$ cat config.mk
export PLATFORM = sky130hd
export DESIGN_NAME = systolic_feeder
export DESIGN_NICKNAME = d
export VERILOG_FILES = /design/src/rtl/tpu_pkg.sv /design/src/rtl/skew_addr_gen.sv /design/src/rtl/systolic_feeder.sv
export SDC_FILE = /design/constraint.sdc
export NUM_CORES = 1
export LEC_CHECK = 0
export CORE_MARGIN = 5
export CORE_UTILIZATION = 42
export CTS_CLUSTER_DIAMETER = 50
export DETAILED_ROUTE_END_ITERATION = 10
export GPL_ROUTABILITY_DRIVEN = 0
export PLACE_DENSITY = 0.8
export SLEW_MARGIN = 20
export SYNTH_ARGS = -nofsm -noshare
export SYNTH_HDL_FRONTEND = slang
export SYNTH_HIERARCHICAL = 1
export SYNTH_SLANG_ARGS = --single-unit
$ cat constraint.sdc
create_clock -name clk -period 2.7 [get_ports clk]
set_clock_uncertainty 0.15 [all_clocks]
set_input_delay 0.81 -clock clk [delete_from_list [all_inputs] [get_ports clk]]
set_output_delay 0.81 -clock clk [all_outputs]
set_load 0.02 [all_outputs]
$ cat src/rtl/tpu_pkg.sv
// Shared TPU definitions: operand geometry, feed length, feeder state encoding
// and lane pack/unpack index helpers used by memory, feeder and array.
package tpu_pkg;

  // Default width of one memory element / array lane.
  localparam int DEF_DATA_WIDTH = 8;
  // Side length of the square operand memory and systolic array.
  localparam int ARRAY_DIM      = 4;
  // Feed steps needed for the skewed wavefront to sweep all columns.
  localparam int FEED_STEPS     = 2 * ARRAY_DIM - 1;
  // Width of the feed step counter.
  localparam int STEP_W         = 3;
  // Width of one element index.
  localparam int ELEM_W         = 2;

  typedef enum logic [1:0] {
    IDLE = 2'd0,
    FEED = 2'd1,
    LAST = 2'd2
  } state_e;

  // Lowest bit of lane 'lane' in a packed multi-lane word.
  function automatic int lane_lo(input int lane, input int width);
    return lane * width;
  endfunction

  // Highest bit of lane 'lane' in a packed multi-lane word.
  function automatic int lane_hi(input int lane, input int width);
    return (lane + 1) * width - 1;
  endfunction

endpackage

$ cat src/rtl/skew_addr_gen.sv
// Skewed read-address generator for the systolic feeder.
// Column c reads element (step - c) while 0 <= step - c <= 3, producing the
// diagonal wavefront the systolic array expects.
// Ports:
//   step        : current feed step (0..6)
//   feed        : high while the feeder is in its FEED state
//   read_enable : bit c enables memory column c
//   read_elem   : [2c+1:2c] is the element index for column c (0 when disabled)
module skew_addr_gen
  import tpu_pkg::*;
(
  input  logic [STEP_W-1:0]           step,
  input  logic                        feed,
  output logic [ARRAY_DIM-1:0]        read_enable,
  output logic [ELEM_W*ARRAY_DIM-1:0] read_elem
);

  // Per-column enable/element decode. The subtraction is done on 4 bits so
  // step < c is caught before the result is truncated to a 2-bit index.
  always_comb begin
    read_enable = '0;
    read_elem   = '0;
    for (int c = 0; c < ARRAY_DIM; c++) begin
      if (feed && ({1'b0, step} >= 4'(c)) && (({1'b0, step} - 4'(c)) <= 4'd3)) begin
        read_enable[c]               = 1'b1;
        read_elem[ELEM_W*c +: ELEM_W] = 2'(step - 3'(c));
      end else begin
        read_enable[c]               = 1'b0;
        read_elem[ELEM_W*c +: ELEM_W] = 2'b00;
      end
    end
  end

endmodule

$ cat src/rtl/systolic_feeder.sv
// Systolic array feeder: sequences one skewed 4x4 read of the operand memory
// and presents each returned word, registered, to the array edge inputs.
// Ports:
//   clk, rst_n      : clock, asynchronous active-low reset
//   start           : begin a feed sequence (accepted only in IDLE)
//   stall           : array not advancing; freezes the feed step
//   mem_read_enable : per-column memory read enables (combinational)
//   mem_read_elem   : per-column element indices, 2 bits each (combinational)
//   mem_data        : asynchronous read data from memory, lane c at [c*W +: W]
//   array_data      : registered lane data to the array
//   array_valid     : registered per-lane valid
//   busy            : high while feeding (FEED and LAST)
//   done            : one-cycle pulse coinciding with the final word
module systolic_feeder
  import tpu_pkg::*;
#(
  parameter int DATA_WIDTH = DEF_DATA_WIDTH
) (
  input  logic                            clk,
  input  logic                            rst_n,
  input  logic                            start,
  input  logic                            stall,
  output logic [ARRAY_DIM-1:0]            mem_read_enable,
  output logic [ELEM_W*ARRAY_DIM-1:0]     mem_read_elem,
  input  logic [ARRAY_DIM*DATA_WIDTH-1:0] mem_data,
  output logic [ARRAY_DIM*DATA_WIDTH-1:0] array_data,
  output logic [ARRAY_DIM-1:0]            array_valid,
  output logic                            busy,
  output logic                            done
);

  state_e                          state_r;
  state_e                          state_next_s;
  logic [STEP_W-1:0]               step_r;
  logic [STEP_W-1:0]               step_next_s;
  logic                            feed_s;
  logic [ARRAY_DIM-1:0]            rd_en_s;
  logic [ELEM_W*ARRAY_DIM-1:0]     rd_elem_s;
  logic [ARRAY_DIM*DATA_WIDTH-1:0] array_data_r;
  logic [ARRAY_DIM-1:0]            array_valid_r;
  logic                            busy_r;
  logic                            done_r;

  assign feed_s = (state_r == FEED);

  skew_addr_gen u_skew_addr_gen (
    .step        (step_r),
    .feed        (feed_s),
    .read_enable (rd_en_s),
    .read_elem   (rd_elem_s)
  );

  assign mem_read_enable = rd_en_s;
  assign mem_read_elem   = rd_elem_s;

  // State and feed-step register.
  always_ff @(posedge clk or negedge rst_n) begin
    if (!rst_n) begin
      state_r <= IDLE;
      step_r  <= 3'd0;
    end else begin
      state_r <= state_next_s;
      step_r  <= step_next_s;
    end
  end

  // Next-state and step logic; stall only matters while feeding.
  always_comb begin
    state_next_s = state_r;
    step_next_s  = step_r;
    case (state_r)
      IDLE: begin
        if (start) begin
          state_next_s = FEED;
          step_next_s  = 3'd0;
        end else begin
          state_next_s = IDLE;
          step_next_s  = 3'd0;
        end
      end
      FEED: begin
        if (stall) begin
          state_next_s = FEED;
          step_next_s  = step_r;
        end else if (step_r == 3'(FEED_STEPS - 1)) begin
          state_next_s = LAST;
          step_next_s  = 3'd0;
        end else begin
          state_next_s = FEED;
          step_next_s  = step_r + 3'd1;
        end
      end
      LAST: begin
        state_next_s = IDLE;
        step_next_s  = 3'd0;
      end
      default: begin
        state_next_s = IDLE;
        step_next_s  = 3'd0;
      end
    endcase
  end

  // Output word register. Disabled columns already read back as zero from
  // memory, so the enable mask doubles as the lane-valid mask.
  always_ff @(posedge clk or negedge rst_n) begin
    if (!rst_n) begin
      array_data_r  <= '0;
      array_valid_r <= 4'b0000;
    end else begin
      case (state_r)
        FEED: begin
          if (!stall) begin
            array_data_r  <= mem_data;
            array_valid_r <= rd_en_s;
          end else begin
            array_data_r  <= array_data_r;
            array_valid_r <= 4'b0000;
          end
        end
        default: begin
          array_data_r  <= '0;
          array_valid_r <= 4'b0000;
        end
      endcase
    end
  end

  // Status register, derived from the upcoming state so busy/done line up
  // with FEED/LAST cycles.
  always_ff @(posedge clk or negedge rst_n) begin
    if (!rst_n) begin
      busy_r <= 1'b0;
      done_r <= 1'b0;
    end else begin
      busy_r <= (state_next_s != IDLE);
      done_r <= (state_next_s == LAST);
    end
  end

  assign array_data  = array_data_r;
  assign array_valid = array_valid_r;
  assign busy        = busy_r;
  assign done        = done_r;

endmodule

# Word level (Yosys, flattened, before mapping)
# Cells that the tools add are included.
# W data, S select, Z words.
# totals
word_cells	52
ff_bits	43
latch_bits	0
romBits	0
out_inout_bits	50
n_memories	0
mem_bits_rw	0
# op_classes
n_addsub	7
n_mul	0
eq_ne	4
div_mod_pow	0
order_cmp	7
bitwise	0
n_reduce_logical	9
shift	0
mux	19
# ops
cell	n
$mux W32	2
$le A4 B2 Y1 const B	3
$mux W2	6
$mux W3	3
$mux W4	2
$sub A3 B2 Y4 const B	2
$logic_and A1 B1 Y1	7
$ge A3 B2 Y1 const B	2
$mux W1	5
$pmux W2 S2	1
$sub A2 B2 Y2 const B	2
$sub A3 B1 Y4 const B	1
$add A3 B1 Y3 const B	1
$eq A3 B3 Y1 const B	1
$ge A3 B1 Y1 const B	1
$le A3 B2 Y1 const B	1
$eq A2 B1 Y1 const B	1
$eq A2 B2 Y1 const B	1
$logic_not A2 Y1	1
$ne A2 B2 Y1 const B	1
$reduce_bool A2 Y1	1
$sub A2 B1 Y2 const B	1

# Depth between registers and ports, before layout
# Gate-level depths: netlist of run 1.
# logic_depth
ltp_word	6
mapped_depth	6
mapped_depth_nobuf	6

# By module
# The synthesis of run 1 kept the hierarchy.
# modules_own_cells
module	area_per_inst_um2	n_inst	seq_area_each_um2	cells_per_inst
systolic_feeder	1751.7	1	1076.0	140
skew_addr_gen	251.5	1	0.0	31

# Worst setup path after synthesis of run 1
# OpenSTA, ideal clock, no wires.
# synth_timing
path_kind	reg2out
startpoint	register step_r[0]
endpoint	output mem_read_elem[2]
path_slack_ns	-0.283
t_arrival_ns	2.023
t_required_ns	1.740
stages_incl_launch_ff	6
path_cell_list	dfrtp_1 > inv_2 > ha_1 > ha_1 > nand2_1 > a2111oi_1
# synth_between
elab_chain_len	4
# synth_lines
item	line	text
from (decl)	systolic_feeder.sv:34	logic [STEP_W-1:0] step_r;
from (signal assigned)	systolic_feeder.sv:63	step_r <= step_next_s;
$sub A3 B1 Y4 or $ge A3 B1 Y1 (tied branches)	skew_addr_gen.sv:24	if (feed && ({1'b0, step} >= 4'(c)) && (({1'b0, step} - 4'(c)) <= 4'd3)) begin
$le A4 B2 Y1 or $logic_and A1 B1 Y1 (tied branches)	skew_addr_gen.sv:24	
$logic_and A1 B1 Y1	skew_addr_gen.sv:24	
$mux W2 (*)	skew_addr_gen.sv:24	
to (decl)	systolic_feeder.sv:24	output logic [ELEM_W*ARRAY_DIM-1:0] mem_read_elem,
# Every way passes the cells marked *; elsewhere a longest branch is shown, timed or not.

# Worst setup path after layout of run 1
# layout_timing
startpoint	register step_r[1]
endpoint	output mem_read_elem[7]
# layout_between
elab_chain_len	4
# layout_lines
item	line
$sub A3 B2 Y4 or $ge A3 B2 Y1 (tied branches)	skew_addr_gen.sv:24
$le A4 B2 Y1 or $logic_and A1 B1 Y1 (tied branches)	skew_addr_gen.sv:24
$logic_and A1 B1 Y1	skew_addr_gen.sv:24
$mux W2 (*)	skew_addr_gen.sv:24
# Marks and branches as above.

==> results of run 1 <==
==> cell usage in the layout, fill, tap and decap left out, types with 2 or more instances in the layout <==
master | netlist | layout
sky130_fd_sc_hd__a2111oi_4 | 0 | 2
sky130_fd_sc_hd__a21oi_1 | 4 | 3
sky130_fd_sc_hd__and2_1 | 6 | 6
sky130_fd_sc_hd__buf_2 | 4 | 3
sky130_fd_sc_hd__buf_4 | 0 | 24
sky130_fd_sc_hd__buf_6 | 1 | 2
sky130_fd_sc_hd__clkbuf_1 | 0 | 2
sky130_fd_sc_hd__clkbuf_8 | 0 | 5
sky130_fd_sc_hd__clkdlybuf4s50_1 | 0 | 71
sky130_fd_sc_hd__dfrtp_1 | 43 | 43
sky130_fd_sc_hd__dlygate4sd2_1 | 0 | 2
sky130_fd_sc_hd__ha_1 | 8 | 6
sky130_fd_sc_hd__ha_4 | 0 | 2
sky130_fd_sc_hd__inv_2 | 1 | 4
sky130_fd_sc_hd__mux2i_1 | 32 | 32
sky130_fd_sc_hd__nand2_1 | 7 | 5
sky130_fd_sc_hd__nand2b_1 | 2 | 2
sky130_fd_sc_hd__nor2_1 | 38 | 38
sky130_fd_sc_hd__nor4_1 | 3 | 2
==> synthesized netlist by cell type <==
cell type                   number
sky130_fd_sc_hd__and2b_2         1
sky130_fd_sc_hd__nor4_1          3
sky130_fd_sc_hd__nand2b_4        1
sky130_fd_sc_hd__nor2b_1         1
sky130_fd_sc_hd__and2_1          6
sky130_fd_sc_hd__buf_2           4
sky130_fd_sc_hd__o21a_1          1
sky130_fd_sc_hd__inv_2           1
sky130_fd_sc_hd__nand2_1         7
sky130_fd_sc_hd__nor4b_1         1
sky130_fd_sc_hd__buf_6           1
sky130_fd_sc_hd__inv_1           4
sky130_fd_sc_hd__nand2b_2        1
sky130_fd_sc_hd__o221a_2         1
sky130_fd_sc_hd__a21boi_2        1
sky130_fd_sc_hd__buf_12          3
sky130_fd_sc_hd__mux2i_1        32
sky130_fd_sc_hd__a21oi_1         4
sky130_fd_sc_hd__and4bb_2        1
sky130_fd_sc_hd__a2111oi_2       1
sky130_fd_sc_hd__ha_1            8
sky130_fd_sc_hd__nor2_1         38
sky130_fd_sc_hd__dfrtp_1        43
sky130_fd_sc_hd__a2111oi_1       1
sky130_fd_sc_hd__a211oi_1        2
sky130_fd_sc_hd__nor3_1          2
sky130_fd_sc_hd__nand2b_1        2
==> what timing repair did <==
item                                    CTS  global route
endpoints found under the setup margin   12            10
resized for setup                        51            21
buffers inserted                          1             2
pin swaps                                 1             3
cloned                                    0             0
==> logic make-up after synthesis <==
logic type,after synthesis
simple gates,64
fa+ha+maj,8
compound gates,11
flops,43
mux,32
buf+inv,13
==> routing by layer <==
metal | wire [um] | global-route usage | vias to the layer above
met5 | 0 | 0 | -
met1 | 2140 | 0.205 | 729
met4 | 40 | 0.0498 | 0
li1 | - | - | 780
met3 | 304 | 0.0397 | 7
met2 | 2290 | 0.265 | 54
==> how the worst min path moves through the flow <==
stage	startpoint	to	slack [ns]	cells after the start
5_1_grt	rst_n	array_valid[0]	0.29	1
4_1_cts	rst_n	array_valid[2]	0.27	1
6_report	rst_n	array_valid[0]	0.26	1
3_5_place_dp	state_r[1]	busy	0.27	1
3_3_place_gp	state_r[1]	busy	0.28	1
2_1_floorplan	state_r[1]	busy	0.26	1
==> stage by stage <==
stage | setup TNS [ns] | std cells | hold WS, ns | power [mW]
final | -0.0361 | 330 | 0.264 | 3.87
after detailed placement | -1.10 | 319 | 0.269 | 3.29
after floorplan | -0.0612 | 171 | 0.256 | 2.21
after CTS | -0.0806 | 328 | 0.272 | 3.67
after global placement | -0.785 | 319 | 0.276 | 3.25
after global routing | -0.650 | 330 | 0.285 | 4.13
==> area by class of cell <==
class / instances / area (um2) / share of cell area
clock buffers: 7 / 76.3 / 0.0243
clock inverters: 1 / 5.00 / 0.00159
inverters: 5 / 18.8 / 0.00597
multi-input cells: 115 / 926 / 0.295
flip-flops and latches: 43 / 1080 / 0.342
well taps: 54 / 67.6 / 0.0215
repair buffers: 105 / 972 / 0.309
==> registers in the layout (all words and copies together), names as in the netlist <==
name / flops
busy: 1
array_valid: 4
step_r: 3
state_r: 2
done: 1
array_data: 32
==> report_power, final <==
group	switching (mW)	leakage [nW]	total, mW	internal [mW]
clock	0.209	0.0422	0.390	0.182
sequential	0.144	0.526	1.06	0.916
combinational	1.28	0.893	2.42	1.14
total	1.64	1.46	3.87	2.23
==> worst max-delay path, cell delays in order, from the launching register on <==
cell and delay, ns:
sky130_fd_sc_hd__dfrtp_1 0.36, sky130_fd_sc_hd__buf_4 0.18, sky130_fd_sc_hd__ha_4 0.14, sky130_fd_sc_hd__inv_2 0.04
sky130_fd_sc_hd__ha_4 0.26, sky130_fd_sc_hd__nand2_4 0.06, sky130_fd_sc_hd__nor4b_4 0.26, sky130_fd_sc_hd__buf_4 0.18
==> reports/metrics.json, run 1 <==
{
  "floorplan": {
    "design.core.area_um2": 4690,
    "initial_core_util": 0.427,
    "die_area_um2": 6250,
    "boundaryPins": 86,
    "fp-row-count": 25,
    "vertical_die_dimension_um": 79.1,
    "die_x_um": 79.1
  },
  "sta": {
    "final_min_period_over_clock_period": 1.01,
    "maxSlewViolCount": 0,
    "setup_violations": 3,
    "timing_worst_slew_pin_value_ns": 0.454,
    "post-route-min-period_ns": 2.72,
    "timing.final.hold_violations": 0,
    "rsz0062_at_grt": "yes",
    "worst_slack_ns": -0.0248,
    "slew_headroom": 0.697,
    "max_clock_freq_mhz": 367
  },
  "detailed_routing": {
    "drt_first_iter_violations": 71,
    "detail_route.first_pass.iterations": 4,
    "drt-wirelength-per-cell_um": 14.5,
    "drcViolationCount": 0,
    "drt-total-wl_um": 4780,
    "ant_nets": 0,
    "dr_total_vias": 1570,
    "drt-vias-per-instance": 4.76
  },
  "placement": {
    "dp_worst_setup_slack_ns": -0.255,
    "placedInstanceArea_um2": 2960,
    "numPortBuffers": 85,
    "dp_hpwl_um": 3370
  },
  "yosys": {
    "post-synth-top-area-fraction": 0.537,
    "dominant_cells_by_area_after_synthesis": "sky130_fd_sc_hd__dfrtp_1, sky130_fd_sc_hd__mux2i_1, sky130_fd_sc_hd__nor2_1, sky130_fd_sc_hd__ha_1, sky130_fd_sc_hd__buf_12",
    "mappedNetlistArea_um2": 2000,
    "yosys-mux-area-fraction": 0.160,
    "synth-adder-area-share": 0.0500,
    "syn_nets": 215,
    "compound_cell_area_share_of_the_yosys_netlist": 0.0450,
    "yosysWarningCount": 6,
    "synth_top_family_by_area": "multiplexers",
    "avgSynthCellArea_um2": 11.7,
    "ys_ff_latch": 43,
    "synth.distinct_cells": 27,
    "synth-simple-area-share": 0.153,
    "postSynthCellCount": 171,
    "fraction_of_synthesized_cell_area_in_xor_and_xnor_cells": 0,
    "yosysTopAreaCell": "sky130_fd_sc_hd__dfrtp_1",
    "ys_seq_area_frac": 0.537
  },
  "worst_setup_path": {
    "r2r-start": "step_r[1]",
    "start_kind": "register",
    "worstPathMaxFanout": 8,
    "worst_ep_required_time_ns": 1.74,
    "critical_path.endpoint_type": "output pin",
    "cp-startpoint": "step_r[1]",
    "cp.arrival_ns": 1.76,
    "rrSetupSlack_ns": 1.00,
    "r2r_cells": 8,
    "r2r-end": "array_valid[3]",
    "timing_worst_setup_path_type": "reg2out",
    "worst_setup_path_endpoint": "mem_read_elem[7]"
  },
  "clock_tree": {
    "cts_buffers": 5,
    "cts.path.max_buffers": 2,
    "worst_skew_pair.late_latency_ns": 0.29,
    "cts_tree": "done",
    "cts.reportedPaths.clkPinSlew_ns": 0.08,
    "numClockSinks": 43,
    "clock_tree.root_cell": "sky130_fd_sc_hd__clkbuf_8",
    "cts_htree_levels": 2,
    "number_of_hold_buffers_added_after_cts": 0
  },
  "finish": {
    "drive_above_1_share": 0.214,
    "num-nets-final": 319,
    "fin_util": 0.670,
    "final.fill_count": 386,
    "diodes_inserted": 0,
    "finish.instance_area_um2": 3140,
    "area_delta_synth_final_pct": 56.8
  },
  "power_and_ir_drop": {
    "p_per_cell_area_nw_per_um2": 1230,
    "power_leakage_nw": 1.46,
    "worst_ir_drop_vdd_mv": 0.563
  },
  "global_route": {
    "first_global_vias": 1683,
    "first_pass_grt_wire_length_um": 7840,
    "number_of_antenna_violations_at_the_first_check_in_global_routing": 0,
    "gr-usage-all-layers": 0.160,
    "globalRoute.totalOverflow": 0,
    "maximum_number_of_pins_on_one_net_before_global_route_repair": 38
  },
  "status": {
    "outcome": "finished, violations left",
    "violations": "setup timing"
  },
  "flow_run": {
    "drv.max_cap_violation_count": 0
  },
  "min_path": {
    "hold_path.class": "in2async"
  }
}
Note: power is estimated with default switching activity, not from simulation.
==> run 2: changes to the inputs <==
Settings changed: CAP_MARGIN from default to 20.
==> results of run 2 <==
No change in the layout: final DEF, timing and power equal those of run 1.
